==> config.mk <==
export PLATFORM = sky130hd
export DESIGN_NAME = vga_timing_gen
export DESIGN_NICKNAME = d
export VERILOG_FILES = /design/src/rtl/vga_timing_pkg.sv /design/src/rtl/vga_axis_counter.sv /design/src/rtl/vga_timing_gen.sv
export SDC_FILE = /design/constraint.sdc
export NUM_CORES = 1
export LEC_CHECK = 0
export ABC_AREA = 1
export ABC_CLOCK_PERIOD_IN_PS = 3900
export CAP_MARGIN = 20
export CORE_ASPECT_RATIO = 1.4
export CORE_MARGIN = 2
export CORE_UTILIZATION = 57
export DETAILED_ROUTE_END_ITERATION = 16
export MAX_ROUTING_LAYER = met4
export PLACE_DENSITY = 0.9
export SLEW_MARGIN = 20
export SYNTH_ARGS = -nofsm -noshare
export SYNTH_HDL_FRONTEND = slang
export SYNTH_SLANG_ARGS = --single-unit
==> constraint.sdc <==
create_clock -name clk -period 3.9 [get_ports clk]
set_input_delay 0.585 -clock clk [delete_from_list [all_inputs] [get_ports clk]]
set_output_delay 0.585 -clock clk [all_outputs]
set_load 0.02 [all_outputs]
==> src/rtl/vga_timing_pkg.sv <==
// Shared 640x480@60 raster timing constants, used by the timing generator and the pattern stage.
package vga_timing_pkg;

    localparam int COORD_W = 10;

    localparam int H_DISPLAY = 640;
    localparam int H_FRONT   = 16;
    localparam int H_SYNC    = 96;
    localparam int H_BACK    = 48;
    localparam int H_TOTAL   = H_DISPLAY + H_FRONT + H_SYNC + H_BACK;
    localparam int H_SYNC_START = H_DISPLAY + H_FRONT;
    localparam int H_SYNC_END   = H_SYNC_START + H_SYNC - 1;

    localparam int V_DISPLAY = 480;
    localparam int V_FRONT   = 10;
    localparam int V_SYNC    = 2;
    localparam int V_BACK    = 33;
    localparam int V_TOTAL   = V_DISPLAY + V_FRONT + V_SYNC + V_BACK;
    localparam int V_SYNC_START = V_DISPLAY + V_FRONT;
    localparam int V_SYNC_END   = V_SYNC_START + V_SYNC - 1;

    typedef struct packed {
        logic hsync;
        logic vsync;
        logic display_on;
        logic line_end;
        logic frame_end;
    } vga_flags_t;

    // Flag values that belong to coordinate (0, 0).
    localparam vga_flags_t FLAGS_RESET = '{
        hsync:      1'b1,
        vsync:      1'b1,
        display_on: 1'b1,
        line_end:   1'b0,
        frame_end:  1'b0
    };

endpackage

==> src/rtl/vga_axis_counter.sv <==
// One raster axis: wrapping position counter plus sync/visible/last flags decoded from the next count.
module vga_axis_counter
    import vga_timing_pkg::*;
#(
    parameter int DISPLAY = 640,
    parameter int FRONT   = 16,
    parameter int SYNC    = 96,
    parameter int BACK    = 48
) (
    input  logic               clk,
    input  logic               rst,
    input  logic               inc,
    output logic [COORD_W-1:0] count,
    output logic               wrap,
    output logic               next_sync_active,
    output logic               next_visible,
    output logic               next_last
);

    localparam int TOTAL = DISPLAY + FRONT + SYNC + BACK;
    localparam logic [COORD_W-1:0] LAST       = COORD_W'(TOTAL - 1);
    localparam logic [COORD_W-1:0] SYNC_FIRST = COORD_W'(DISPLAY + FRONT);
    localparam logic [COORD_W-1:0] SYNC_LAST  = COORD_W'(DISPLAY + FRONT + SYNC - 1);
    localparam logic [COORD_W-1:0] VIS_LIMIT  = COORD_W'(DISPLAY);

    logic [COORD_W-1:0] next_count;

    always_comb begin
        wrap = inc && (count == LAST);
        if (wrap) begin
            next_count = '0;
        end else if (inc) begin
            next_count = count + 1'b1;
        end else begin
            next_count = count;
        end
    end

    // Flags look at the value the counter is about to hold so that registered
    // flags line up with the registered count.
    always_comb begin
        next_sync_active = (next_count >= SYNC_FIRST) && (next_count <= SYNC_LAST);
        next_visible     = (next_count < VIS_LIMIT);
        next_last        = (next_count == LAST);
    end

    always_ff @(posedge clk or posedge rst) begin
        if (rst) begin
            count <= '0;
        end else begin
            count <= next_count;
        end
    end

endmodule

==> src/rtl/vga_timing_gen.sv <==
// VGA raster timing: x/y counters with registered active-low syncs, display enable and end-of-line/frame pulses.
module vga_timing_gen
    import vga_timing_pkg::*;
#(
    parameter int H_DISPLAY = vga_timing_pkg::H_DISPLAY,
    parameter int H_FRONT   = vga_timing_pkg::H_FRONT,
    parameter int H_SYNC    = vga_timing_pkg::H_SYNC,
    parameter int H_BACK    = vga_timing_pkg::H_BACK,
    parameter int V_DISPLAY = vga_timing_pkg::V_DISPLAY,
    parameter int V_FRONT   = vga_timing_pkg::V_FRONT,
    parameter int V_SYNC    = vga_timing_pkg::V_SYNC,
    parameter int V_BACK    = vga_timing_pkg::V_BACK
) (
    input  logic       clk,
    input  logic       rst,
    input  logic       ce,
    output logic [9:0] x,
    output logic [9:0] y,
    output logic       hsync,
    output logic       vsync,
    output logic       display_on,
    output logic       line_end,
    output logic       frame_end
);

    localparam int H_SUM = H_DISPLAY + H_FRONT + H_SYNC + H_BACK;
    localparam int V_SUM = V_DISPLAY + V_FRONT + V_SYNC + V_BACK;

    generate
        if ((H_SUM > (1 << COORD_W)) || (V_SUM > (1 << COORD_W))) begin : g_size_check
            $error("vga_timing_gen: line or frame total exceeds the coordinate range");
        end
    endgenerate

    logic h_wrap;
    logic h_sync_active;
    logic h_visible;
    logic h_last;
    logic unused_v_wrap;
    logic v_sync_active;
    logic v_visible;
    logic v_last;

    vga_axis_counter #(
        .DISPLAY (H_DISPLAY),
        .FRONT   (H_FRONT),
        .SYNC    (H_SYNC),
        .BACK    (H_BACK)
    ) u_h_axis (
        .clk              (clk),
        .rst              (rst),
        .inc              (ce),
        .count            (x),
        .wrap             (h_wrap),
        .next_sync_active (h_sync_active),
        .next_visible     (h_visible),
        .next_last        (h_last)
    );

    vga_axis_counter #(
        .DISPLAY (V_DISPLAY),
        .FRONT   (V_FRONT),
        .SYNC    (V_SYNC),
        .BACK    (V_BACK)
    ) u_v_axis (
        .clk              (clk),
        .rst              (rst),
        .inc              (h_wrap),
        .count            (y),
        .wrap             (unused_v_wrap),
        .next_sync_active (v_sync_active),
        .next_visible     (v_visible),
        .next_last        (v_last)
    );

    vga_flags_t flags_next;
    vga_flags_t flags;

    always_comb begin
        flags_next            = FLAGS_RESET;
        flags_next.hsync      = ~h_sync_active;
        flags_next.vsync      = ~v_sync_active;
        flags_next.display_on = h_visible && v_visible;
        flags_next.line_end   = h_last;
        flags_next.frame_end  = h_last && v_last;
    end

    always_ff @(posedge clk or posedge rst) begin
        if (rst) begin
            flags <= FLAGS_RESET;
        end else if (ce) begin
            flags <= flags_next;
        end
    end

    assign hsync      = flags.hsync;
    assign vsync      = flags.vsync;
    assign display_on = flags.display_on;
    assign line_end   = flags.line_end;
    assign frame_end  = flags.frame_end;

endmodule

## Word-level counts from Yosys, hierarchy flattened

Index checks and enable logic that the tools add are counted.

| storage, ports and cells | value |
|---|---|
| register bits after elaboration | 25 |
| bits of input ports | 3 |
| output and inout port bits | 25 |
| word-level logic and storage cells | 31 |

| operators by class | value |
|---|---|
| add/sub/neg operators | 2 |
| $lt $le $gt $ge | 6 |
| equal/unequal tests | 4 |
| multiplexer cells | 4 |
| bitwise gates (word level) | 2 |
| reduce and logical (&&, ||, !) cells | 6 |

Operators with widths:

| kind | count |
|---|---|
| == test 10 bit (second input constant) | 4 |
| 2-to-1 mux 10 bit | 4 |
| adder 10 x 1 -> 10 bit (second input constant) | 2 |
| greater-or-equal comparator 10 bit (second input constant) | 1 |
| greater-or-equal comparator 10 x 9 -> 1 bit (second input constant) | 1 |
| less-or-equal comparator 10 bit (second input constant) | 1 |
| less-or-equal comparator 10 x 9 -> 1 bit (second input constant) | 1 |
| less-than comparator 10 bit (second input constant) | 1 |
| less-than comparator 10 x 9 -> 1 bit (second input constant) | 1 |
| logical AND 1 bit | 6 |
| NOT 1 bit | 2 |

## Depth between registers and ports, before layout

| depth | value |
|---|---|
| depth in word-level cells | 7 |
| mapped depth | 15 |
| mapped depth without buffers | 14 |

## Cells and area by module

A second synthesis with hierarchy kept.

| second synthesis, totals | value |
|---|---|
| cell total of the unflattened synthesis | 230 |
| area, all modules | 1620.3 um^2 |

Modules (own cells, without submodules):

| module | times used | cells an instance | area an instance (um^2) | seq. area each (um^2) |
|---|---|---|---|---|
| vga_axis_counter (u_v_axis) | 1 | 111 | 763.2 | 250.2 |
| vga_axis_counter (u_h_axis) | 1 | 95 | 654.4 | 250.2 |
| vga_timing_gen | 1 | 24 | 202.7 | 128.9 |

## Least setup slack after synthesis

No wires, ideal clock.

| timing | value |
|---|---|
| kind | register to register |
| start point | register u_h_axis.count[0] |
| end point | register flags, in the netlist vsync |
| library setup time | 0.078 ns |
| data arrival time | 1.697 ns |
| required time | 3.822 ns |
| slack | 2.125 ns |
| stages on the path, launching flop included | 13 |
| path buffers | 1 |
| clock period less this slack | 1.775 ns |
| cells stage by stage | dfrtp_1 > ha_1 > nand2_4 > nor2_4 > inv_2 > nor2_4 > buf_6 > nand2_1 > nand2_1 > nand2_1 > nor2_1 > and2_1 > a21oi_2 |

| between the ends | value |
|---|---|
| cells in the longest elaborated chain, start to end | 7 |
| elaborated cells between the ends (all ways) | 9 |
| those cells by class | order compare (2); eq/ne (1); mux (2); bitwise (1); reduce/logical (3) |

Ends and longest elaborated chain:

| item | RTL line | source |
|---|---|---|
| from (decl) | vga_axis_counter.sv:13 | `output logic [COORD_W-1:0] count,` |
| from (signal assigned) | vga_axis_counter.sv:51 | `count <= next_count;` |
| == test 10 bit (*) | vga_axis_counter.sv:29 | `wrap = inc && (count == LAST);` |
| logical AND 1 bit (*) | vga_axis_counter.sv:29 |  |
| 2-to-1 mux 10 bit / logical AND 1 bit (equally long branches) | vga_axis_counter.sv:32, vga_axis_counter.sv:29 |  |
| 2-to-1 mux 10 bit (*) | vga_axis_counter.sv:30 | `if (wrap) begin` |
| greater-or-equal comparator 10 x 9 -> 1 bit / less-or-equal comparator 10 x 9 -> 1 bit (equally long branches) | vga_axis_counter.sv:42 | `next_sync_active = (next_count >= SYNC_FIRST) && (next_count <= SYNC_LAST);` |
| logical AND 1 bit (*) | vga_axis_counter.sv:42 |  |
| NOT 1 bit (*) | vga_timing_gen.sv:82 | `flags_next.vsync = ~v_sync_active;` |
| to (signal assigned) | vga_timing_gen.sv:92 | `flags <= flags_next;` |
| to (decl) | vga_timing_gen.sv:77 | `vga_flags_t flags;` |

Mark *: on every way between the ends. The rest lies on a longest branch, timed or not.
A chain may end at the register's enable or synchronous reset.

## Worst setup path in the final report

| timing | value |
|---|---|
| start point | input port ce |
| end point | register flags, in the netlist frame_end |

| between the ends | value |
|---|---|
| cells in the longest elaborated chain, start to end | 5 |
| elaborated cells between the ends (all ways) | 9 |
| those cells by class | eq/ne (2); mux (4); reduce/logical (3) |

Ends and longest elaborated chain:

| item | RTL line | source |
|---|---|---|
| from (decl) | vga_timing_gen.sv:16 | `input logic ce,` |
| logical AND 1 bit | vga_axis_counter.sv:29 |  |
| 2-to-1 mux 10 bit / logical AND 1 bit (equally long branches) | vga_axis_counter.sv:32, vga_axis_counter.sv:29 |  |
| 2-to-1 mux 10 bit | vga_axis_counter.sv:30 |  |
| == test 10 bit | vga_axis_counter.sv:44 | `next_last = (next_count == LAST);` |
| logical AND 1 bit | vga_timing_gen.sv:85 | `flags_next.frame_end = h_last && v_last;` |

Parallel ways exist; a longest one is shown, timed or not.

==> impl_metrics.yaml <==
synthesis:
  synthCells: 242
  yosys.area.top_type: "dfrtp_1"
  ys_seq_area_share_pct: 38.4
  synthDistinctLibCells: 24
  synth_top_cell_area_share_pct: 33.6
  ys_warn_count: 0
  ys_ff_latch: 25
  synth_area_um2: 1640
  syn_nets: 248
  syn_avg_cell_area_um2: 6.77
  synth_area_leaders: "dfrtp_1 34%, nand2_1 16%, inv_1 9.4%"
layout:
  antennaDiodeCount: 0
  syn_to_final_growth_pct: 20.2
  ff_latch_area_um2: 629
  post-route-util_pct: 70.6
  final_common_cell: "nand2_1"
  drive_gt1_share_pct: 9.63
  final_area_um2: 1970
  fillers: 249
  final_cell_mix: "70 x nand2_1, 41 x inv_1, 29 x nor2_1, 28 x nand3_1, 27 x clkdlybuf4s50_1"
  nets: 277
  multi_input_area_um2: 803
global_route:
  grt_max_degree: 26
  antenna_found_initial: 0
  grt_overflow: 0
  grt_use_total_pct: 26.2
  grt_pass1_wl_mm: 6.44
  grt_pass1_vias: 1504
cts:
  cts_buffers: 3
  cts_root_buf: "clkbuf_8"
  cts_hold_buf: 0
  cts_tree: "built"
  clock-sinks: 25
  postCtsResizedCells: 0
  htree_levels: 1
  cts_setup_buffers: 0
  clockBufferDepth: 2
  clk_pin_slew_ps: 90
  clock_latency_ps: 270
timing:
  finClkSkew_ps: 2.08
  setup_viol: 0
  rsz0062_at_grt: "no"
  slew_violations: 0
  post-route-min-period_ps: 2410
  hold_viol_final: 0
  slew_headroom_pct: 35.1
  period_share_pct: 61.8
  max_freq_ghz: 0.415
  tns_ps: 0
  worst_slew_pin_slew_ps: 973
worst_hold_path:
  min_path_type: "register to register"
  worstHoldStart: "display_on$_DFFE_PP1P_"
power:
  seq_power_share_pct: 42.0
  p_per_area_nw_per_um2: 440
  intPower_mw: 0.506
  power_switching_mw: 0.361
  sw_frac_of_total_pct: 41.6
  peakVddDrop_mv: 0.321
  p_clk_share_pct: 18.7
  combPwrFrac_pct: 39.3
  p_leak_nw: 0.974
worst_setup_path:
  cp-startpoint: "ce"
  crit_fanout: 20
  crit_type: "primary input to register"
  start_kind: "primary input"
  worstPathArrival_ps: 2630
  crit_path_top_delay_cell: "clkdlybuf4s50_1"
  crit_path_end_kind: "register"
  crit_chain: "clkdlybuf4s50_1 -> nand2_4 -> nor2_4 -> inv_2 -> nor2_4 -> nand3_1 -> nand2_1 -> nand3_1 -> nor2_1 -> nand3_1 -> nand2_1"
  regToRegStartpoint: "u_h_axis.count[0]$_DFF_PP0_"
  r2r_setup_slack_ps: 1820
  crit_top_cell: "nand3_1"
  path_buf_inv: 2
  slowest_delay_ps: 700
  required_ps: 4120
  crit_family: "simple AND/OR/NAND/NOR gates"
run_status:
  outcome: "completed"
floorplanning:
  ios: 28
  rows: 23
  die_h_um: 67.5
  core_um2: 2790
  die_area_um2: 3330
  chipWidth_um: 49.3
  start_util_pct: 58.7
routing:
  drtIter0Drc: 45
  wl_met3_um: 154
  wire_per_inst_um: 12.5
  drt-pass1-iter-count: 4
  antenna_left: 0
  highest_layer: "met4"
  viasPerCell: 5.09
  drc_errors: 0
  via_count: 1564
  detail_route.wirelength_mm: 3.83
  wl_met1_mm: 1.51
  wl_met2_mm: 2.07
place:
  post_dp_cell_area_um2: 1920
  gp_congestion: 0.947
  dpl.hpwl_mm: 2.98
  portBuffers: 27
run:
  maxCapViolCount: 0
==> per-layer routing <==
layer  global-route usage (%)  vias up
met2                     47.3       46
met3                     2.21       11
li1                         -      800
met1                     29.3      707
met5                        -        -
met4                     12.9        0
==> registers in the layout, summed over array words and instances (netlist names) <==
register and count:
u_v_axis.count 10, display_on 1, frame_end 1, vsync 1, hsync 1, line_end 1, u_h_axis.count 10
==> stage by stage <==
step / instances / setup slack [ps] / hold slack (ps) / power, mW
3_3_place_gp: 303 / 1280 / 460 / 0.698
5_1_grt: 307 / 1230 / 501 / 0.925
6_report: 307 / 1490 / 481 / 0.866
2_1_floorplan: 242 / 2130 / 501 / 0.576
3_5_place_dp: 303 / 1210 / 474 / 0.711
4_1_cts: 307 / 1500 / 488 / 0.869
==> synthesized netlist by cell type <==
| cell | number |
|---|---|
| ha_1 | 3 |
| o21ai_1 | 1 |
| nand4_1 | 5 |
| dfrtp_1 | 22 |
| inv_2 | 4 |
| clkinv_1 | 1 |
| nand2_4 | 2 |
| dfstp_2 | 3 |
| nand3_1 | 28 |
| o21bai_1 | 1 |
| a21oi_1 | 3 |
| buf_6 | 3 |
| inv_1 | 41 |
| nor2_1 | 29 |
| nor2_2 | 3 |
| nand2_2 | 5 |
| and2_1 | 2 |
| o21ai_0 | 5 |
| nand3_2 | 2 |
| xor2_1 | 1 |
| a21oi_2 | 1 |
| nor3_1 | 5 |
| nand2_1 | 70 |
| nor2_4 | 2 |
==> worst min-delay path, stage by stage (launching register included) <==
cell	delay (ps)
dfstp_2	380
nand2_1	60
nand2_1	50
==> final timing paths <==
path	depth (start not counted)	end
worst min register to register	2	display_on$_DFFE_PP1P_
worst min-delay path	2	display_on$_DFFE_PP1P_
worst max register to register	11	frame_end$_DFFE_PP0P_
min in group asynchronous	2	u_v_axis.count[0]$_DFF_PP0_
max in group asynchronous	2	u_h_axis.count[4]$_DFF_PP0_
worst max-delay path	11	frame_end$_DFFE_PP0P_
==> cells by family after synthesis <==
| group | after synthesis | share of synthesized area (%) |
|---|---|---|
| compound gates | 11 | 3.74 |
| xor+xnor | 1 | 0.534 |
| fa+ha+maj | 3 | 2.29 |
| buf+inv | 49 | 12.6 |
| flops | 25 | 38.4 |
| simple gates | 153 | 42.4 |
==> power groups by stage <==
stage,Clock [mW],Combinational [mW],Sequential (mW)
after CTS,0.163,0.342,0.364
after floorplan,0,0.170,0.407
final,0.162,0.341,0.364
after detailed placement,0,0.341,0.370
after global placement,0,0.331,0.367
after global routing,0.172,0.379,0.373
==> final cells by class <==
| cell class | count | share of cell area [%] |
|---|---|---|
| flip-flops and latches | 25 | 31.9 |
| repair buffers | 27 | 13.7 |
| clock buffers | 3 | 2.10 |
| multi-input cells | 168 | 40.8 |
| clock inverters | 1 | 0.381 |
| inverters | 46 | 8.76 |
| well taps | 37 | 2.35 |
Power figures use the tool's default switching activity.
